[src/rtl/shift_seq_pkg.sv]
// Shared types and helpers for the shift-register load sequencer.
package shift_seq_pkg;

  typedef enum logic [1:0] {
    IDLE  = 2'd0,
    LOAD  = 2'd1,
    SHIFT = 2'd2
  } seq_state_t;

  localparam int DATA_W_DEF = 4;

  // Width of a down-counter that must hold shift_cycles-2; never narrower than 1 bit.
  function automatic int cnt_w(input int shift_cycles);
    if (shift_cycles <= 2) return 1;
    else return $clog2(shift_cycles - 1);
  endfunction

endpackage

[src/rtl/shift_seq_fifo.sv]
// Synchronous FIFO feeding the sequencer; a push into a full FIFO is dropped even when a pop
// happens on the same edge (no write bypass).
module shift_seq_fifo
  import shift_seq_pkg::*;
#(
  parameter int DATA_W = DATA_W_DEF,
  parameter int DEPTH  = 4
) (
  input  logic                       clk,
  input  logic                       reset,
  input  logic                       i_push,
  input  logic [DATA_W-1:0]          i_wdata,
  input  logic                       i_pop,
  output logic [DATA_W-1:0]          o_rdata,
  output logic [$clog2(DEPTH+1)-1:0] o_level,
  output logic                       o_full,
  output logic                       o_empty
);

  localparam int AW = $clog2(DEPTH);
  localparam int LW = $clog2(DEPTH + 1);

  logic [DATA_W-1:0] r_mem [DEPTH];
  logic [AW-1:0]     r_wr_ptr;
  logic [AW-1:0]     r_rd_ptr;
  logic [LW-1:0]     r_level;
  logic              w_push_ok;
  logic              w_pop_ok;

  assign o_full    = (r_level == LW'(DEPTH));
  assign o_empty   = (r_level == '0);
  assign o_level   = r_level;
  assign o_rdata   = r_mem[r_rd_ptr];
  assign w_push_ok = i_push & ~o_full;
  assign w_pop_ok  = i_pop & ~o_empty;

  always_ff @(posedge clk) begin
    if (w_push_ok) r_mem[r_wr_ptr] <= i_wdata;
  end

  // Pointers wrap naturally because DEPTH is a power of two.
  always_ff @(posedge clk or negedge reset) begin
    if (!reset) begin
      r_wr_ptr <= '0;
      r_rd_ptr <= '0;
      r_level  <= '0;
    end else begin
      if (w_push_ok) r_wr_ptr <= r_wr_ptr + AW'(1);
      if (w_pop_ok)  r_rd_ptr <= r_rd_ptr + AW'(1);
      case ({w_push_ok, w_pop_ok})
        2'b10:   r_level <= r_level + LW'(1);
        2'b01:   r_level <= r_level - LW'(1);
        default: r_level <= r_level;
      endcase
    end
  end

endmodule

[src/rtl/shift_load_sequencer.sv]
// Buffers source words and issues one load strobe per word every SHIFT_CYCLES cycles.
// Optional statistics counters are built when SHIFT_SEQ_STATS_EN is defined.
module shift_load_sequencer
  import shift_seq_pkg::*;
#(
  parameter int DATA_W       = DATA_W_DEF,
  parameter int DEPTH        = 4,
  parameter int SHIFT_CYCLES = 4
) (
  input  logic                       clk,
  input  logic                       reset,
  input  logic                       en,
  input  logic                       s_valid,
  input  logic [DATA_W-1:0]          s_data,
  output logic                       s_ready,
  output logic                       load,
  output logic [DATA_W-1:0]          parallel_data_in,
  output logic                       busy,
  output logic [$clog2(DEPTH+1)-1:0] fifo_level,
  output logic                       underrun
`ifdef SHIFT_SEQ_STATS_EN
  ,
  output logic [15:0]                words_loaded,
  output logic [15:0]                underrun_cnt
`endif
);

  localparam int CW = cnt_w(SHIFT_CYCLES);
  localparam logic [CW-1:0] CNT_INIT = CW'(SHIFT_CYCLES - 2);

  seq_state_t        r_state;
  logic [CW-1:0]     r_cnt;
  logic              r_load;
  logic [DATA_W-1:0] r_pdi;
  logic              r_underrun;

  logic              w_full;
  logic              w_empty;
  logic [DATA_W-1:0] w_rdata;
  logic              w_push;
  logic              w_window_end;
  logic              w_start;
  logic              w_underrun_set;

  assign s_ready        = ~w_full & reset;
  assign w_push         = s_valid & s_ready;
  assign w_window_end   = (r_state == SHIFT) && (r_cnt == '0);
  assign w_start        = en && !w_empty && ((r_state == IDLE) || w_window_end);
  assign w_underrun_set = w_window_end && en && w_empty;

  shift_seq_fifo #(
    .DATA_W (DATA_W),
    .DEPTH  (DEPTH)
  ) u_fifo (
    .clk     (clk),
    .reset   (reset),
    .i_push  (w_push),
    .i_wdata (s_data),
    .i_pop   (w_start),
    .o_rdata (w_rdata),
    .o_level (fifo_level),
    .o_full  (w_full),
    .o_empty (w_empty)
  );

  // The popped word is captured on the same edge that enters LOAD.
  always_ff @(posedge clk or negedge reset) begin
    if (!reset) begin
      r_state    <= IDLE;
      r_cnt      <= '0;
      r_load     <= 1'b0;
      r_pdi      <= '0;
      r_underrun <= 1'b0;
    end else begin
      r_load     <= 1'b0;
      r_underrun <= 1'b0;
      if (w_start) begin
        r_state <= LOAD;
        r_load  <= 1'b1;
        r_pdi   <= w_rdata;
      end else begin
        case (r_state)
          LOAD: begin
            r_state <= SHIFT;
            r_cnt   <= CNT_INIT;
          end
          SHIFT: begin
            if (r_cnt != '0) begin
              r_cnt <= r_cnt - CW'(1);
            end else begin
              r_state    <= IDLE;
              r_underrun <= w_underrun_set;
            end
          end
          default: r_state <= IDLE;
        endcase
      end
    end
  end

  assign load             = r_load;
  assign parallel_data_in = r_pdi;
  assign underrun         = r_underrun;
  assign busy             = (r_state != IDLE);

`ifdef SHIFT_SEQ_STATS_EN
  logic [15:0] r_words_loaded;
  logic [15:0] r_underrun_cnt;

  always_ff @(posedge clk or negedge reset) begin
    if (!reset) begin
      r_words_loaded <= '0;
      r_underrun_cnt <= '0;
    end else begin
      if (w_start && (r_words_loaded != 16'hFFFF))
        r_words_loaded <= r_words_loaded + 16'd1;
      if (w_underrun_set && (r_underrun_cnt != 16'hFFFF))
        r_underrun_cnt <= r_underrun_cnt + 16'd1;
    end
  end

  assign words_loaded = r_words_loaded;
  assign underrun_cnt = r_underrun_cnt;
`endif

endmodule
[config.mk]
export PLATFORM = sky130hd
export DESIGN_NAME = shift_load_sequencer
export DESIGN_NICKNAME = d
export VERILOG_FILES = /design/src/rtl/shift_seq_pkg.sv /design/src/rtl/shift_seq_fifo.sv /design/src/rtl/shift_load_sequencer.sv
export SDC_FILE = /design/constraint.sdc
export NUM_CORES = 1
export LEC_CHECK = 0
export ABC_AREA = 0
export CAP_MARGIN = 15
export CORE_ASPECT_RATIO = 0.7
export CORE_MARGIN = 2
export CORE_UTILIZATION = 45
export DETAILED_ROUTE_END_ITERATION = 8
export MAX_ROUTING_LAYER = met4
export PLACE_DENSITY = 0.68
export SETUP_SLACK_MARGIN = 0.4
export SYNTH_ARGS = -nofsm -noshare
export SYNTH_HDL_FRONTEND = slang
export SYNTH_SLANG_ARGS = --single-unit
[constraint.sdc]
create_clock -name clk -period 6.2 [get_ports clk]
set_clock_uncertainty 0.05 [all_clocks]
set_input_delay 0.62 -clock clk [delete_from_list [all_inputs] [get_ports clk]]
set_output_delay 0.62 -clock clk [all_outputs]
set_load 0.005 [all_outputs]
== Word-level counts from Yosys, hierarchy flattened ==
Memories as Yosys holds them, arrays and structs flattened. A register that Yosys moved wholly into a read port is not among the register bits.
Cells that the tools add are included.

* Bits in registers: 13
* RAM bits: 16
* Input bits: 8
* Word-level logic and storage cells: 55
* Memories: 1

* $add $sub $neg: 5
* Equality and inequality tests: 7
* Multiplexer cells: 12
* Bitwise gates (word level): 7
* Reductions and logical operators: 16

{| class="wikitable"
|+ Memories
! name !! words !! width !! read ports !! clocked after Yosys merged registers in !! write ports !! RTL line !! text
|-
| u_fifo.r_mem || 4 || 4 || 1 || 1 || 1 || shift_seq_fifo.sv:23 || <nowiki>logic [DATA_W-1:0] r_mem [DEPTH];</nowiki>
|}

{| class="wikitable"
|+ Operators with widths
! cell !! count
|-
| 2-bit one-hot mux with 2 select lines || 2
|-
| 2-bit nonzero test || 4
|-
| 1-bit 2-to-1 mux || 6
|-
| 2-bit 2-to-1 mux || 3
|-
| 3-bit one-hot mux with 2 select lines || 1
|-
| 1-bit logical AND || 5
|-
| 2-bit by 1-bit adder with 2-bit output, second input constant || 2
|-
| 1-bit AND || 4
|-
| 2-bit by 1-bit equality test with 1-bit output, second input constant || 2
|-
| 2-bit equality test, second input constant || 2
|-
| 2-bit zero test || 2
|-
| 3-bit by 1-bit adder with 3-bit output, second input constant || 1
|-
| 3-bit equality test, second input constant || 1
|-
| 3-bit zero test || 1
|-
| 3-bit by 2-bit inequality test with 1-bit output, second input constant || 1
|-
| 1-bit NOT || 3
|-
| 3-bit AND reduction || 1
|-
| 3-bit by 1-bit subtractor with 3-bit output, second input constant || 1
|-
| 1-bit zero test || 2
|-
| 2-bit by 1-bit inequality test with 1-bit output, second input constant || 1
|-
| 2-bit by 1-bit subtractor with 2-bit output, second input constant || 1
|-
| 1-bit logical OR || 1
|}

== Longest topological paths before layout ==
* Word-level depth: 7
* Depth in mapped cells: 10
* Gate-level depth less buffers: 10

== Modules after synthesis ==
A second synthesis with hierarchy kept.

* Cells, all modules: 99
* Area, all modules: 1526.5 µm²

{| class="wikitable"
|+ Modules (own cells, without submodules)
! module !! instances !! cells an instance !! area each (µm²)
|-
| shift_seq_fifo || 1 || 58 || 1017.2
|-
| shift_load_sequencer || 1 || 41 || 509.2
|}

== Worst setup path before layout ==
Ideal clock, no wire load.

* Kind: register to register
* From: register r_state[0]
* To: register u_fifo.r_level[2] (netlist: u_fifo.o_level[2])
* Arrival: 1908 ps
* Required time: 6070 ps
* Slack: 4162 ps
* Cell stages (with the launch flop): 11
* Path buffers: 0
* Path through: dfrtp_1 inv_1 ha_1 a21oi_1 nor3_1 ha_1 inv_1 fa_1 xor2_1 nor2_1 xnor2_1

* Longest elaborated chain between the ends: 7

{| class="wikitable"
|+ Ends and longest elaborated chain
! element !! RTL line !! text
|-
| from (decl) || shift_load_sequencer.sv:31 || <nowiki>seq_state_t r_state;</nowiki>
|-
| from (signal assigned) || shift_load_sequencer.sv:69 || <nowiki>r_state <= IDLE;</nowiki>
|-
| from (signal assigned) || shift_load_sequencer.sv:78 || <nowiki>r_state <= LOAD;</nowiki>
|-
| from (signal assigned) || shift_load_sequencer.sv:84 || <nowiki>r_state <= SHIFT;</nowiki>
|-
| 2-bit equality test || shift_load_sequencer.sv:47 || <nowiki>assign w_window_end = (r_state == SHIFT) && (r_cnt == '0);</nowiki>
|-
| 1-bit logical AND || shift_load_sequencer.sv:47 ||
|-
| 1-bit logical OR * || shift_load_sequencer.sv:48 || <nowiki>assign w_start = en && !w_empty && ((r_state == IDLE) || w_window_end);</nowiki>
|-
| 1-bit logical AND * || shift_load_sequencer.sv:48 ||
|-
| 1-bit AND * || shift_seq_fifo.sv:35 || <nowiki>assign w_pop_ok = i_pop & ~o_empty;</nowiki>
|-
| net u_fifo.w_pop_ok || shift_seq_fifo.sv:28 || <nowiki>logic w_pop_ok;</nowiki>
|-
| 2-bit by 1-bit equality test with 1-bit output or 2-bit equality test (tied branches) || shift_seq_fifo.sv:50 || <nowiki>case ({w_push_ok, w_pop_ok})</nowiki>
|-
| 3-bit one-hot mux with 2 select lines or 2-bit nonzero test (tied branches) || n/a ||
|-
| to (signal assigned) || shift_seq_fifo.sv:51 || <nowiki>2'b10: r_level <= r_level + LW'(1);</nowiki>
|-
| to (signal assigned) || shift_seq_fifo.sv:52 || <nowiki>2'b01: r_level <= r_level - LW'(1);</nowiki>
|-
| to (signal assigned) || shift_seq_fifo.sv:53 || <nowiki>default: r_level <= r_level;</nowiki>
|-
| to (decl) || shift_seq_fifo.sv:26 || <nowiki>logic [LW-1:0] r_level;</nowiki>
|}

The timed path passes the listed nets; every way through them passes the cells marked *.
A chain may end at the register's enable or synchronous reset.

== Final worst setup path ==
* From: input reset
* To: output s_ready

* Longest elaborated chain between the ends: 1

{| class="wikitable"
|+ Ends and longest elaborated chain
! element !! RTL line !! text
|-
| from (decl) || shift_load_sequencer.sv:11 || <nowiki>input logic reset,</nowiki>
|-
| 1-bit AND || shift_load_sequencer.sv:45 || <nowiki>assign s_ready = ~w_full & reset;</nowiki>
|-
| to (decl) || shift_load_sequencer.sv:15 || <nowiki>output logic s_ready,</nowiki>
|}

No other way between the ends.

==> results.toml <==
[status]
status = "complete, no violations"

[critical_path]
crit_arrival_ns = 2.03
cp_slowest_cell = "clkdlybuf4s50_1"
worst_r2r_path_depth = 10
r2r_start = "r_cnt[0]"
crit_top_cell = "clkdlybuf4s50_1"
critPathBufInv = 3
critPathMaxFanout = 19
slowest_delay_ns = 0.49
r2r_slack_ns = 3.93
cp_top_family = "buffers and inverters"
r2r-end = "u_fifo.o_level[2]"
worst_ep_required_time_ns = 5.53
crit_chain = "clkdlybuf4s50_1 > buf_4 > o31a_2 > clkdlybuf4s50_1"
end_kind = "primary output"
start_kind = "input pin"
crit_type = "input pin to primary output"

[yosys]
avgSynthCellArea_um2 = 15.2
synth_edf_count = 16
syn_area_um2 = 1500
synth_cell_type_count = 28
synth_seq_cells = 33
synthArstFlopShare_pct = 51.5
synth.yosys.seq_area_share_pct = 60.3
netlist_top_cells_area = "edfxtp_1 32%, dfrtp_1 28%, ha_1 7.5%"
synth_nets = 117
netlist_instances = 99
ys_warn_count = 0
synth_top_area_cell = "edfxtp_1"
synth_top_area_share_pct = 32.0
synth-main-ff-cell = "dfrtp_1"

[timing]
worst_slew_pin_slew_ns = 0.437
post-route-min-period_ns = 2.70
rsz0062_at_grt = "false"
drv_slew = 0
finalHoldViolCount = 0
fin_crit_sh_pct = 43.5
timing.slew.headroom_pct = 70.9
fin_setup_tns_ns = 0
setup_viol = 0
fmax_mhz = 371

[cells_and_area]
fin_nets = 142
diodes = 0
drive_above_1_share_pct = 20.0
area_growth_pct = 21.4
nFillCells = 260
layout.area.seq_um2 = 906
multi_input_area_um2 = 542
instances_no_fill = 163

[hold_path]
hp-start = "parallel_data_in[0]"
hold_path.class = "flip-flop to flip-flop"
whs_endpoint = "parallel_data_in[0]"
hold_depth = 1

[detailed_routing]
wire_per_inst_um = 15.2
finalWirelength_um = 2480
drtIter0Drc = 57
ant_nets = 0
vias_per_cell = 5.15
firstDrtPassIters = 4
vias = 839
drc = 0

[pwr]
powerDensity_nw_per_um2 = 446
peakVddDrop_uv = 208
leakage_nw = 0.741

[clocking]
post_cts_resized = 0
cts_tree = "done"
cts_buffers = 5
cts_max_path_buffers = 2
cts_root_buf = "clkbuf_8"
postCtsHoldBufs = 0
clk_latency_ns = 0.28
cts.clk_slew.worst_paths_ns = 0.06
h-tree-depth = 2
clock-sinks = 33
cts_setup_buffers = 0

[grt]
grt_max_degree = 20
antenna_found_initial = 0
grt_first_pass_wirelength_um = 4170
grtUsageTotal_pct = 16.0
grt_pass1_vias = 886
grt-ovfl-total = 0

[floorplan]
start_util_pct = 47.4
fp.dieH_um = 52.3
ios = 19
core.rowCount = 17
die_x_um = 73.0
core_um2 = 3170
die-area_um2 = 3820

[place]
dpl.hpwl_um = 1900
gp_congestion = 0.726
dp.cells = 155
io_buffer_count = 18

[flow_run]
maxCapViolations = 0
## worst max-delay path by stage
stage	from	cells after the start	end	slack, ns
final	reset	4	s_ready	3.50
after global routing	reset	4	s_ready	3.41
after CTS	reset	4	s_ready	3.48
after detailed placement	reset	10	u_fifo.o_level[2]	3.47
after global placement	reset	4	s_ready	3.52
after floorplan	r_state[0]	10	u_fifo.o_level[2]	4.16
## worst reg2reg max path: cells and delay by family (launching register included)
kind                       cells  cell delay, ns
adders and majority gates      3            0.83
DFF                            1            0.38
and+or+nand+nor                2            0.32
xor gates and xnor gates       2            0.30
AOI/OAI and AO/OA              1            0.17
buffers and inverters          2            0.15
## registers in the layout, summed over array words and instances (netlist names)
name,flops
r_state,2
parallel_data_in,4
load,1
u_fifo.r_rd_ptr,2
u_fifo.r_wr_ptr,2
r_cnt,2
underrun,1
u_fifo.o_level,3
u_fifo.r_mem,16
## cell usage in the layout (no fill, tap or decap), drive strengths merged, types with 2 or more instances in the layout
master / instances
xnor2: 3
nor3: 4
and2: 4
xor2: 3
and4: 3
ha: 9
clkbuf: 6
mux2: 6
dfrtp: 17
clkdlybuf4s50: 18
inv: 13
edfxtp: 16
clkinv: 2
nand2: 2
a21oi: 3
mux4: 4
## metal layers
layer  global-route usage (%)  wire, um  vias up
li1                         -         -      406
met1                     20.7      1250      410
met2                     23.4      1080       18
met3                     5.19       108        5
met4                     6.48        34        0
met5                        -         0        -
## per-stage QoR
stage | worst slack [ns] | utilization, % | instance area (um2) | hold slack [ns] | power, mW
after global routing | 3.41 | 57.5 | 1820 | 0.474 | 0.876
after global placement | 3.52 | 54.6 | 1730 | 0.442 | 0.646
final | 3.50 | 57.5 | 1820 | 0.457 | 0.814
after floorplan | 4.16 | - | 1500 | 0.274 | 0.537
after detailed placement | 3.47 | 54.6 | 1730 | 0.448 | 0.664
after CTS | 3.48 | 57.5 | 1820 | 0.461 | 0.826
## cell families (layout without fill, tap and decap cells)
group | Yosys count | after routing | synth area share, %
AOI/OAI and AO/OA | 11 | 11 | 6.17
xor gates and xnor gates | 6 | 6 | 3.50
adders and majority gates | 10 | 10 | 8.83
buffers and inverters | 14 | 40 | 3.58
DFF | 33 | 33 | 60.3
muxes | 10 | 10 | 10.5
and+or+nand+nor | 15 | 15 | 7.08
## power by group
| part | internal [mW] | leakage [nW] | switching, mW | total, mW |
|---|---|---|---|---|
| registers | 0.292 | 0.350 | 0.0597 | 0.352 |
| clock network | 0.0878 | 0.0486 | 0.0727 | 0.160 |
| logic | 0.172 | 0.343 | 0.129 | 0.302 |
## synth_stat cells (2+ instances only)
master    number
mux2_2         6
and4_1         2
and2_1         4
xor2_1         3
nand2_1        2
xnor2_1        3
mux4_2         4
dfrtp_1       17
ha_1           9
a21oi_1        3
inv_1         13
edfxtp_1      16
nor3_1         2
## area by class of cell
cell class / instances / area share (%)
clock inverters: 2 / 0.480
clock buffers: 6 / 4.53
repair buffers: 19 / 10.3
multi-input cells: 52 / 29.7
inverters: 13 / 2.68
well taps: 38 / 2.61
flip-flops and latches: 33 / 49.7
Note: power is estimated with default switching activity, not from simulation.
==> RTL edit: new RTL, same settings <==
Build with the macro `SHIFT_SEQ_STATS_EN` defined.
--- a/src/rtl/shift_load_sequencer.sv
+++ b/src/rtl/shift_load_sequencer.sv
@@ -1,4 +1,6 @@
 // Buffers source words and issues one load strobe per word every SHIFT_CYCLES cycles.
 // Optional statistics counters are built when SHIFT_SEQ_STATS_EN is defined.
+`define SHIFT_SEQ_STATS_EN
+
 module shift_load_sequencer
   import shift_seq_pkg::*;
Function (old outputs only; new: underrun_cnt and words_loaded): kept (Yosys induction, for registers that start in step).
==> RTL edit against the original RTL <==
  * Final area increased by 110%
  * Register-to-register slack got worse by 650 ps
  * Sequential cell count increased by 32
  * Wire length increased by 140%
  * Power increased by 68%
  * Area after synthesis increased by 110%
  * Core utilization increased by 0.43 points
  * Worst setup slack got worse by 220 ps
  * Count of clock-buffer cells in the layout increased by 6
  * Sequential share of layout area decreased by 5.9 points
  * Non-clock buffer count increased by 32
  * Critical path type is now reg2reg
  * Critical endpoint is now u_fifo.o_level[2]
  * Largest cell class unchanged
  * Largest power group unchanged
==> RTL edit: results (changes against the original RTL) <==
Async set-reset flop share out of synthesis: 75.4% (+24 points)
H-Tree Depth: 3 (+1)
Min-delay worst type: in2async
Share of the yosys chip area belonging to registers: 54.9% (-5.5 points)
Post-synthesis cell type count: 43 (+54%)
Global Route Usage Sum: 17.8% (+1.9 points)
Synthesized Nets: 277 (+140%)
Vias: 2128 (+150%)
Data arrival time of the critical path: 3120 ps (+1090 ps)
HPWL Detailed: 4190 um (+120%)
First-pass GRT wire length: 9850 um (+140%)
DRT iter0 DRCs: 166 (+190%)
Adder-cell share of the synthesized area: 5.07% (-3.8 points)
Fill cells: 582 (+120%)
Crit Path Max Fanout: 20 (+1)
Status: completed
Post-synthesis compound-gate area fraction: 2.13% (-4.0 points)
Vias in the first global route: 1995 (+130%)
Routability cong.: 0.784 (+8.0%)
Top cells by area, synth: dfrtp_1, edfxtp_1, xnor2_1
Fraction of final layout cells sized beyond drive strength 1: 12.3% (-7.7 points)
VDD IR max: 291 uV (+40%)
TritonCTS buffer count: 9 (+4)
DR WL/cell: 14.3 um (-5.6%)
Layout Nets: 334 (+140%)
Synthesized-area fraction occupied by xor and xnor cells: 9.01% (+5.5 points)
Headroom to the max-slew limit: 43.1% (-28 points)
Port Buffers: 50 (+32)
Pin count of the biggest net entering global routing: 51 (+160%)
Clk_lat worst skew: 330 ps (+50 ps)
Mux cell area share after synthesis: 5.75% (-4.7 points)
Most frequent cells after synthesis: dfrtp_1, nand2_1
Static Leak: 1.67 nW (+130%)
## RTL edit: per-layer routing
layer / global-route usage [%] / vias to the layer above / share of wire (%) / routed length, um
met5: - / - / 0 / 0
met4: 6.43 / 0 / 0.68 / 40
met2: 23.6 / 46 / 44 / 2600
met1: 25.8 / 1048 / 51 / 3010
met3: 5.33 / 5 / 4.3 / 256
li1: - / 1029 / - / -
## RTL edit: final cells by class
cell class / count / area share [%]
Inverter: 17 / 1.64
Timing Repair Buffer: 51 / 12.9
Tap cell: 94 / 3.02
Clock buffer: 12 / 3.98
Multi-Input combinational cell: 170 / 33.6
Sequential cell: 65 / 43.8
Clock inverter: 3 / 1.03
## RTL edit: per-stage QoR
step,utilization [%],std cells,area (sq um),setup slack [ps]
after global routing,58.0,412,3900,3040
after floorplan,-,257,3110,3780
final,58.0,412,3900,3280
after global placement,55.1,397,3700,3170
after detailed placement,55.1,397,3700,3080
after CTS,58.0,412,3900,3260
## RTL edit: path summary, 6_finish.rpt
path / cells after the start / to / start / slack, ps
hold reg to reg: 1 / underrun_cnt[15] / underrun_cnt[15] / 450
setup reg to reg: 11 / u_fifo.o_level[2] / r_cnt[0] / 3280
setup / recovery: 11 / u_fifo.o_level[2] / r_cnt[0] / 3280
max in group asynchronous: 2 / r_cnt[1] / reset / 5350
hold / removal: 2 / underrun_cnt[12] / reset / 330
min in group clk: 1 / underrun_cnt[15] / underrun_cnt[15] / 450
## RTL edit: logic make-up (layout without fill, tap and decap cells)
| family | after synthesis | after routing |
|---|---|---|
| XOR/XNOR | 32 | 32 |
| flip-flops | 65 | 65 |
| adder cells (fa/ha/maj) | 12 | 12 |
| AO/OA/AOI/OAI | 11 | 11 |
| multiplexers | 12 | 12 |
| buffers and inverters | 22 | 83 |
| AND/OR/NAND/NOR | 103 | 103 |
## RTL edit: worst max-delay path, cell delays in order, from the launching register on
cell and delay, ps:
dfrtp_1 390, inv_1 80, ha_1 250, a21oi_1 130, nand3b_1 680, inv_1 210, ha_1 200, inv_1 60
fa_1 370, xor2_1 150, nor2_1 110, xor2_1 150
## RTL edit: report_power, final
part / total, mW / internal (mW) / switching [mW]
clock: 0.354 / 0.204 / 0.150
combinational: 0.397 / 0.218 / 0.180
sequential: 0.618 / 0.524 / 0.0949
total: 1.37 / 0.945 / 0.424
